--- src/rtl/uart_echo_buffer.sv ---
// Byte FIFO between UART rx and tx: absorbs received bytes and launches one transmit at a time.
// Optional tx-done watchdog enabled by defining UART_ECHO_TIMEOUT_EN.
module uart_echo_buffer #(
  parameter int unsigned DEPTH          = 16,
  parameter int unsigned ADDR_W         = 4,
  parameter int unsigned TIMEOUT_CYCLES = 200000
) (
  input  logic              clk,
  input  logic              rst,
  input  logic [7:0]        rx_data_i,
  input  logic              rx_done_i,
  input  logic              tx_done_i,
  output logic              tx_en_o,
  output logic [7:0]        tx_data_o,
  output logic [ADDR_W:0]   count_o,
  output logic              empty_o,
  output logic              full_o,
  output logic              overflow_o,
  output logic              tx_timeout_o
);

  typedef enum logic [0:0] {IDLE, WAIT_DONE} state_t;

  // Reject parameter sets the pointer arithmetic cannot support.
  if (DEPTH < 2 || (DEPTH & (DEPTH - 1)) != 0 || DEPTH != (32'(1) << ADDR_W) ||
      TIMEOUT_CYCLES == 0) begin : g_param_check
    $error("uart_echo_buffer: illegal DEPTH/ADDR_W/TIMEOUT_CYCLES");
  end

  state_t            state, state_next;
  logic [7:0]        mem [DEPTH];
  logic [ADDR_W-1:0] wr_ptr, rd_ptr;
  logic [ADDR_W:0]   count_next;
  logic              pop, wr, drop;

`ifdef UART_ECHO_TIMEOUT_EN
  localparam int unsigned TMR_W = $clog2(TIMEOUT_CYCLES + 1);
  logic [TMR_W-1:0] timer;
  logic             expire;
`endif

  always_ff @(posedge clk) begin
    if (rst) state <= IDLE;
    else     state <= state_next;
  end

  // Launch from IDLE whenever a byte is queued; tx_done beats watchdog expiry.
  always_comb begin
    state_next = state;
    pop        = 1'b0;
`ifdef UART_ECHO_TIMEOUT_EN
    expire     = 1'b0;
`endif
    case (state)
      IDLE: begin
        if (!empty_o) begin
          pop        = 1'b1;
          state_next = WAIT_DONE;
        end
      end
      WAIT_DONE: begin
        if (tx_done_i) state_next = IDLE;
`ifdef UART_ECHO_TIMEOUT_EN
        else if (timer == TMR_W'(TIMEOUT_CYCLES - 1)) begin
          expire     = 1'b1;
          state_next = IDLE;
        end
`endif
      end
      default: state_next = IDLE;
    endcase
  end

  // A same-cycle pop frees a slot, so a full FIFO can still accept.
  assign wr   = rx_done_i && (!full_o || pop);
  assign drop = rx_done_i && full_o && !pop;

  always_comb begin
    count_next = count_o;
    case ({wr, pop})
      2'b10:   count_next = count_o + (ADDR_W+1)'(1);
      2'b01:   count_next = count_o - (ADDR_W+1)'(1);
      default: count_next = count_o;
    endcase
  end

  always_ff @(posedge clk) begin
    if (wr) mem[wr_ptr] <= rx_data_i;
  end

  always_ff @(posedge clk) begin
    if (rst) begin
      wr_ptr     <= '0;
      rd_ptr     <= '0;
      count_o    <= '0;
      empty_o    <= 1'b1;
      full_o     <= 1'b0;
      overflow_o <= 1'b0;
      tx_en_o    <= 1'b0;
      tx_data_o  <= 8'h00;
    end else begin
      count_o <= count_next;
      empty_o <= (count_next == '0);
      full_o  <= (count_next == (ADDR_W+1)'(DEPTH));
      tx_en_o <= pop;
      if (wr)   wr_ptr <= wr_ptr + ADDR_W'(1);
      if (pop) begin
        rd_ptr    <= rd_ptr + ADDR_W'(1);
        tx_data_o <= mem[rd_ptr];
      end
      if (drop) overflow_o <= 1'b1;
    end
  end

`ifdef UART_ECHO_TIMEOUT_EN
  // Watchdog counts cycles spent in WAIT_DONE; restarts at each launch.
  always_ff @(posedge clk) begin
    if (rst) begin
      timer        <= '0;
      tx_timeout_o <= 1'b0;
    end else begin
      if (pop)                     timer <= '0;
      else if (state == WAIT_DONE) timer <= timer + TMR_W'(1);
      if (expire) tx_timeout_o <= 1'b1;
    end
  end
`else
  assign tx_timeout_o = 1'b0;
`endif

endmodule

--- config.mk ---
export PLATFORM = sky130hd
export DESIGN_NAME = uart_echo_buffer
export DESIGN_NICKNAME = d
export VERILOG_FILES = /design/src/rtl/uart_echo_buffer.sv
export SDC_FILE = /design/constraint.sdc
export NUM_CORES = 1
export LEC_CHECK = 0
export BUFFER_PORTS_ARGS = -buffer_cell sky130_fd_sc_hd__buf_2
export CAP_MARGIN = 20
export CORE_MARGIN = 2
export CORE_UTILIZATION = 60
export CTS_CLUSTER_SIZE = 24
export DETAILED_ROUTE_END_ITERATION = 10
export GPL_TIMING_DRIVEN = 0
export MAX_ROUTING_LAYER = met4
export PLACE_DENSITY = 0.83
export SLEW_MARGIN = 5
export SYNTH_ARGS = -nofsm -noshare
export SYNTH_HDL_FRONTEND = slang
export SYNTH_SLANG_ARGS = --single-unit
--- constraint.sdc ---
create_clock -name clk -period 4.7 [get_ports clk]
set_input_delay 0.94 -clock clk [delete_from_list [all_inputs] [get_ports clk]]
set_output_delay 0.94 -clock clk [all_outputs]
set_load 0.1 [all_outputs]
; ---- Yosys cells after proc, flatten, opt, wreduce, memory -nomap -nowiden
; Memory sizes are Yosys's and may differ from the RTL's. A register that Yosys moved wholly into a read port is not among the register bits.
; Index checks and enable logic that the tools add are counted.
[totals]
ff_bits = 18
latch_bits = 0
mem_bits_rw = 128
rom_bits = 0
in_bits = 12
output_inout_bits = 18
wordCells = 31
memories = 1
[mem_list]
columns = memory, depth, width, rd, rd_clocked_by_memory_dff, write_ports, line_no
row1 = mem, 16, 8, 1, 1, 1, 31  ; logic [7:0] mem [DEPTH];
[classes]
add_sub_neg = 4
n_mul = 0
div = 0
n_lt_le_gt_ge = 0
n_eq_ne = 3
shifts = 0
mux = 7
bitwise = 1
reduce_logical = 7
[op_table]
columns = cell, n
row1 = $pmux W5 S2, 1
row2 = $add A4 B1 Y4 const B, 2
row3 = $add A5 B1 Y5 const B, 1
row4 = $eq A5 B5 Y1 const B, 1
row5 = $logic_not A5 Y1, 1
row6 = $mux W1, 5
row7 = $sub A5 B1 Y5 const B, 1
row8 = $logic_and A1 B1 Y1, 3
row9 = $eq A2 B1 Y1 const B, 1
row10 = $eq A2 B2 Y1 const B, 1
row11 = $logic_not A1 Y1, 2
row12 = $pmux W1 S2, 1
row13 = $logic_or A1 B1 Y1, 1
row14 = $not A1 Y1, 1

; ---- Longest topological paths before layout
; Gate-level depths: netlist of the first run.
[depth]
ltp_word = 7
mapped_depth = 13
depth_no_buf = 11

; ---- Least setup slack after synthesis of the first run
; Ideal clock, no wire load.
[synth_path]
path_type = flip-flop to flip-flop
startpoint = register empty_o
endpoint = register empty_o
setup_ns = 0.116
arrival_ns = 3.008
required_time_ns = 4.584
setup_slack_ns = 1.575
path_stages_with_launch = 14
n_path_buf = 2
period_less_slack_ns = 3.125
path_cell_list = dfxtp_1 or2_1 clkbuf_1 a21boi_2 inv_2 ha_1 buf_2 xor2_1 ha_1 nor2_1 o31a_1 o211ai_1 xor2_1 a41o_1
[synth_via]
elab_chain_cells = 7
word_cells_on_any_way = 8
classes_between = eq/ne (2) / mux (3) / reduce/logical (3)
[synth_lines]
columns = item, line_no
row1 = "start, declared", 16  ; output logic empty_o,
row2 = "start signal, assigned", 103  ; empty_o <= (count_next == '0);
row3 = $mux W1 (*), 56  ; if (!empty_o) begin
row4 = $mux W1 (*), 54  ; case (state)
row5 = $logic_or A1 B1 Y1, 75  ; assign wr = rx_done_i && (!full_o || pop);
row6 = $logic_and A1 B1 Y1, 75
row7 = $eq A2 B1 Y1 or $eq A2 B2 Y1 (tied branches), 80  ; case ({wr, pop})
row8 = $pmux W5 S2 (*), 80
row9 = $logic_not A5 Y1 (*), 103
; Mark *: on every way between the ends. The rest lies on a longest branch, timed or not.
; A chain may end at the register's enable or synchronous reset.

; ---- Final worst setup path of the first run
[layout_path]
startpoint = register empty_o
endpoint = register full_o
[layout_via]
elab_chain_cells = 7
word_cells_on_any_way = 8
classes_between = eq/ne (3) / mux (3) / reduce/logical (2)
[layout_lines]
columns = item, line_no
row1 = $mux W1 (*), 56
row2 = $mux W1 (*), 54
row3 = $logic_or A1 B1 Y1, 75
row4 = $logic_and A1 B1 Y1, 75
row5 = $eq A2 B1 Y1 or $eq A2 B2 Y1 (tied branches), 80
row6 = $pmux W5 S2 (*), 80
row7 = $eq A5 B5 Y1 (*), 104  ; full_o <= (count_next == (ADDR_W+1)'(DEPTH));
row8 = "end signal, assigned", 104
row9 = "end, declared", 17  ; output logic full_o,
; Marks and branches as above.

==> results.yml, run 1 <==
worst_setup_path:
  start_kind: "register"
  path_cells: "or2_1 > clkbuf_1 > a21boi_2 > inv_2 > ha_1 > buf_2 > xor2_1 > ha_1 > nor2_1 > o31a_1 > o211ai_1 > xor2_1 > nor4b_1"
  worstSetupPathDepth: 13
  arrival_ps: 3440
  r2r_cells: 13
  crit_path_end_kind: "register"
  critPathMaxFanout: 9
  slowest_delay_ps: 480
  cpLargestDelayFamily: "compound AO/OA/AOI/OAI gates"
  critPathKind: "reg2reg"
  crit_slowest_cell: "a21boi_2"
  r2r_setup_slack_ps: 1690
  cp.required_ps: 5130
  crit_buf_inv: 3
  crit_start: "empty_o$_SDFF_PP1_"
  r2r_start: "empty_o$_SDFF_PP1_"
power_and_ir_drop:
  vdd_drop_max_mv: 0.3869
  powerDensity_mw_per_mm2: 595.5
  finalPower_uw: 4209
  power.leakage_uw: 0.002455
sta:
  skew_ps: 11.33
  max-slew-margin-rel_pct: 39.59
  fmax_mhz: 332.7
  setup_viol: 0
  worst_slew_pin_slew_ps: 902.9
  hold_viol: 0
  post-route-period-util_pct: 63.96
  fin_crit_ps: 3006
  setup_slack_ps: 1694
  setup_tns_ps: 0
  slew_violations: 0
  rsz0062_at_grt: "false"
global_routing:
  overflow: 0
  grt_max_degree: 17
  grt_pass1_wl_um: 19840
  grtUsageTotal_pct: 25.96
  antenna_found_initial: 0
  grt_pass1_vias: 3460
floorplanning:
  die_h_um: 105.2
  ios: 30
  fp.coreArea_mm2: 0.009864
  die_x_um: 105.2
  floorplan.rows: 36
  start_util_pct: 62.30
  dieArea_mm2: 0.01107
synth:
  avgSynthCellArea_um2: 17.36
  synth_cell_type_count: 39
  netlist_area_mm2: 0.006146
  syn_nets: 374
  synth_cells: 354
  yosysSeqAreaShare_pct: 71.01
  synth-seq-cells: 154
  ys_warn_count: 0
finish:
  layout_commonest_cell: "edfxtp_1"
  area_growth_pct: 15.00
  diodes: 0
  nFillCells: 573
  fin_nets: 424
  final_cells: 550
  final_cell_mix: "edfxtp_1 (128), nor2_1 (41), buf_2 (37), dfxtp_1 (26), a21oi_1 (23)"
  drive_gt1_share_pct: 23.02
placement:
  gp_congestion: 0.8521
  hpwl_um: 8128
  dp_slack_ps: 1386
  dpl.cell_count: 518
  io_buffers: 27
clock_tree:
  clk_pin_slew_worst_paths_ps: 70
  cts-root-buf: "clkbuf_8"
  cts_sinks: 154
  post_cts.repair.setup_buffers: 0
  cts_tree: "built"
  clk_path_buf_depth: 2
  cts_resized: 0
  clkLatencyLatePin_ps: 540
  cts_inserted_buffers: 17
  ctsHoldBuffers: 0
  ctsHtreeMaxLevel: 4
detailed_routing:
  ant_nets: 0
  wl_um: 12910
  via_count: 3427
  drc: 0
  wl_per_cell_um: 23.48
  drt_iter0_markers: 244
  viasPerCell: 6.231
  drtPass1Iterations: 5
hold_path:
  hold_class: "reg2reg"
  worstHoldStart: "state$_SDFF_PP0_"
  worstHoldPathCells: 2
flow_run:
  cap_violations: 0
status:
  status: "complete, no violations"
-- final cells by class --
cell class                      count  area, um^2  area share (%)
Sequential cell                   154        4364           61.75
Timing Repair Buffer               31       160.2           2.266
Inverter                            6       22.52          0.3186
Multi-Input combinational cell    171        1613           22.82
Tap cell                          133       166.4           2.354
Clock inverter                     15       181.4           2.567
Clock buffer                       17       414.1           5.859
Buffer                             23       146.4           2.071
-- per-layer routing --
metal / GRT usage (%) / vias to the layer above / part of all wire, %
li1: - / 1490 / -
met1: 32.65 / 1732 / 39
met2: 42.12 / 187 / 52
met3: 5.442 / 18 / 7.1
met4: 9.810 / 0 / 1.5
met5: - / - / 0
-- path summary, 6_finish.rpt --
kind	endpoint
max	full_o$_SDFF_PP0_
min	state$_SDFF_PP0_
max reg2reg	full_o$_SDFF_PP0_
min reg2reg	state$_SDFF_PP0_
-- cell usage after synthesis --
master,number,area share (%)
a22o_1,1,0.14
nand2_1,9,0.55
nor2_1,41,2.5
mux4_1,16,6.8
a21boi_2,1,0.18
and2_1,1,0.10
nor4b_1,2,0.29
xor2_1,7,1.0
nand3_1,1,0.081
or2_1,1,0.10
nor3_1,4,0.33
mux2i_1,2,0.33
nand2b_1,3,0.31
buf_6,1,0.18
dfxtp_1,26,8.5
a31oi_1,1,0.10
a22oi_1,16,2.0
inv_2,3,0.18
mux4_2,16,5.9
edfxtp_1,128,63
o21ai_0,2,0.16
clkbuf_1,8,0.49
o211ai_1,1,0.12
nand4_1,2,0.20
buf_8,2,0.49
a41o_1,1,0.16
buf_2,8,0.65
xnor2_1,4,0.57
inv_1,3,0.18
buf_4,1,0.12
a21oi_1,23,1.9
buf_1,2,0.12
a21o_1,1,0.12
nor2b_1,4,0.41
buf_12,1,0.33
ha_1,8,1.6
o31a_1,1,0.14
conb_1,1,0.061
o31ai_1,1,0.12
-- sequential cells by signal, indices dropped and copies added, names as in the netlist --
| register | count |
|---|---|
| tx_data_o | 8 |
| tx_en_o | 1 |
| overflow_o | 1 |
| mem | 128 |
| wr_ptr | 4 |
| rd_ptr | 4 |
| full_o | 1 |
| state | 1 |
| empty_o | 1 |
| count_o | 5 |
-- per-stage QoR --
step                      hold slack (ps)  area [um^2]  utilization (%)
after floorplan                     444.6         6146                -
after global placement              444.4         6447            65.36
final                               486.4         7068            71.65
after detailed placement            475.0         6472            65.61
after global routing                526.1         7068            71.65
after CTS                           487.0         7068            71.65
-- tightest hold or removal path: stages, from the launching register on --
cell      delay, ps
dfxtp_1         310
nand2b_1         70
a21oi_1          60
-- cell families (layout without fill, tap and decap cells) --
family                     count (synthesis)  after routing  synth area share (%)
buffers and inverters                     29             92                 2.749
muxes                                     34             34                 13.03
and+or+nand+nor                           68             68                 4.866
DFF                                      154            154                 71.01
AOI/OAI and AO/OA                         49             49                 5.090
other                                      1              1               0.06102
xor gates and xnor gates                  11             11                 1.568
adders and majority gates                  8              8                 1.629
-- power breakdown --
part           internal, uW  switching [uW]  leakage [uW]
combinational           422             812      0.000795
clock                   776             584      0.000290
sequential             1560            54.7       0.00137
(Power assumes the default switching activity.)
==> run 2: changes to the inputs <==
--- a/config.mk
+++ b/config.mk
@@ -5,6 +5,7 @@
 export SDC_FILE = /design/constraint.sdc
 export NUM_CORES = 1
 export LEC_CHECK = 0
+export ABC_AREA = 1
 export BUFFER_PORTS_ARGS = -buffer_cell sky130_fd_sc_hd__buf_2
 export CAP_MARGIN = 20
 export CORE_MARGIN = 2
==> constraint.sdc (replaced) <==
create_clock -name clk -period 3.1 [get_ports clk]
set_input_delay 0.62 -clock clk [delete_from_list [all_inputs] [get_ports clk]]
set_output_delay 0.62 -clock clk [all_outputs]
set_load 0.1 [all_outputs]
==> run 2 against run 1 <==
  * Register-to-register slack worse by 1300 ps
  * Synthesized cell count is 69% higher
  * Global-route usage is 2.2 points higher
  * Die area grew 5.3%
  * Critical path type unchanged
==> results.yml, run 2 <==
finish:
  seqCellArea_mm2: 0.004364
  final_cells: 796
  final_cell_mix: "nand2_1 (193), edfxtp_1 (128), nand3_1 (114), buf_2 (40), nor2_1 (28)"
  multi_input_area_mm2: 0.001768
  diodes: 0
  area_growth_pct: 13.70
  largest_reg_flops: 128
  layout_commonest_cell: "nand2_1"
  drive_gt1_share_pct: 15.15
  nFillCells: 696
  fin_nets: 667
  regMostFlops: "mem"
  final_area_mm2: 0.007373
  final_util_pct: 70.79
  top_regs: "mem (128), tx_data_o (8), count_o (5)"
power_and_ir_drop:
  switching_share_pct: 38.80
  powerDensity_mw_per_mm2: 929.5
  power_frac_clock_pct: 28.7
  switchingPower_uw: 2659
  pwr-share-seq_pct: 36.0
  power.leakage_uw: 0.002926
  p_int_uw: 4195
  pwr-share-comb_pct: 35.3
  vdd_drop_max_mv: 0.5999
detailed_routing:
  drtPass1Iterations: 5
  drc: 0
  drt_iter0_markers: 620
  wl_um: 14920
  wl_per_cell_um: 18.75
  wl_met1_um: 5771
  ant_nets: 0
  routed-wl-met3_um: 1079
  wl_met2_um: 7609
  top_layer_used: "met4"
  via_count: 4653
  viasPerCell: 5.845
sta:
  rsz0062_at_grt: "false"
  setup_tns_ps: 0
  fin_crit_ps: 2684
  slew_violations: 0
  worst_slew_pin_slew_ps: 787.8
  holdWs_ps: 346.6
  setup_viol: 0
  hold_viol: 0
  skew_ps: 8.474
  post-route-period-util_pct: 86.57
  fmax_mhz: 372.6
  max-slew-margin-rel_pct: 47.29
global_routing:
  antenna_found_initial: 0
  grt_pass1_vias: 4498
  overflow: 0
  grt_max_degree: 17
  grt_pass1_wl_um: 23000
  grtUsageTotal_pct: 28.12
placement:
  place_area_mm2: 0.006795
  hpwl_um: 9864
  gp_congestion: 0.9348
  io_buffers: 28
  dpl.cell_count: 764
clock_tree:
  cts_sinks: 154
  cts-root-buf: "clkbuf_8"
  cts_tree: "built"
  post_cts.repair.setup_buffers: 0
  ctsHtreeMaxLevel: 4
  ctsHoldBuffers: 0
  cts_resized: 0
  clk_path_buf_depth: 2
  clkLatencyLatePin_ps: 530
  cts_inserted_buffers: 17
  clk_pin_slew_worst_paths_ps: 60
floorplanning:
  floorplan.rows: 37
  dieArea_mm2: 0.01166
  ios: 30
  die_h_um: 108.0
  start_util_pct: 62.26
  die_x_um: 108.0
  fp.coreArea_mm2: 0.01042
synth:
  synth-seq-cells: 154
  synth_area_leader_cell: "edfxtp_1"
  synth_cell_type_count: 28
  synth_async_sr_flop_share_pct: 0
  syn_nets: 620
  netlist.area_leader.share_pct: 59.27
  yosysSeqAreaShare_pct: 67.30
  netlist_area_mm2: 0.006485
  synth_enable_flop_cells: 128
  synth_common_cells: "nand2_1 (193), edfxtp_1 (128), nand3_1 (114)"
  synth_flop_cell: "edfxtp_1"
  ys_warn_count: 0
  avgSynthCellArea_um2: 10.81
  synth_cells: 600
  ys_top_cells_by_area: "edfxtp_1 (59%), nand2_1 (11%), nand3_1 (8.8%)"
  synth_most_common_cell: "nand2_1"
hold_path:
  hold_class: "in2reg"
worst_setup_path:
  cp.required_ps: 3560
  critPathKind: "reg2reg"
  start_kind: "register"
  critPathMaxFanout: 11
  arrival_ps: 3140
  crit_path_end_kind: "register"
status:
  status: "complete, no violations"
flow_run:
  cap_violations: 0
run 2: cell count changes after synthesis, moves of 15 or more:
cell	previous run	this run
a21oi_1	23	8
a22oi_1	16	0
inv_1	3	23
mux4_1	16	0
mux4_2	16	0
nand2_1	9	193
nand3_1	1	114
run 2: power by group through the flow:
stage | clock (uW) | sequential [uW] | combinational, uW
final | 1970 | 2470 | 2420
after global routing | 2060 | 2480 | 2610
after CTS | 1980 | 2470 | 2400
after detailed placement | 0 | 2510 | 2370
after global placement | 0 | 2500 | 2300
after floorplan | 0 | 3100 | 1240
run 2: cell type report:
class / count / area share (%)
flip-flops and latches: 154 / 59.19
multi-input cells: 383 / 23.98
clock buffers: 23 / 7.127
plain buffers: 30 / 3.105
well taps: 136 / 2.308
repair buffers: 28 / 1.901
inverters: 33 / 1.680
clock inverters: 9 / 0.7127
run 2: stage by stage:
step,worst slack [ps],power (uW)
detailed placement,493.3,4874
finish,416.5,6854
global route,250.6,7153
global placement,594.2,4799
floorplan,174.1,4343
CTS,448.5,6844
run 2: path summary, 6_finish.rpt:
kind / startpoint / endpoint / slack (ps) / cells past startpoint
max reg2reg: empty_o$_SDFF_PP1_ / empty_o$_SDFF_PP1_ / 420 / 18
min reg2reg: state$_SDFF_PP0_ / state$_SDFF_PP0_ / 470 / 2
max: empty_o$_SDFF_PP1_ / empty_o$_SDFF_PP1_ / 420 / 18
min: tx_done_i / state$_SDFF_PP0_ / 350 / 4
run 2: routing by layer:
| layer | up-vias | global-route usage (%) |
|---|---|---|
| met5 | - | - |
| met4 | 0 | 11.72 |
| met3 | 44 | 5.907 |
| met2 | 240 | 46.32 |
| met1 | 2220 | 34.07 |
| li1 | 2149 | - |
run 2: logic make-up (layout without fill, tap and decap cells):
kind of cell | Yosys count | count (layout) | share of synthesized area (%)
AO/OA/AOI/OAI | 28 | 28 | 2.605
XOR/XNOR | 1 | 1 | 0.1351
adder cells (fa/ha/maj) | 8 | 8 | 1.544
buffers and inverters | 63 | 123 | 5.441
flip-flops | 154 | 154 | 67.30
other | 1 | 1 | 0.05783
AND/OR/NAND/NOR | 345 | 345 | 22.92
run 2: worst max-delay path, stage by stage (launching register included):
cell	delay [ps]
dfxtp_1	310
or2_1	220
buf_2	180
inv_2	160
buf_4	220
ha_1	310
nand2_1	110
inv_1	90
nor2_1	60
ha_1	170
inv_1	50
nand2_1	100
inv_1	70
nand2_1	50
nand3_1	100
nand2_1	70
nor2_1	90
nand3_1	110
o21bai_1	130
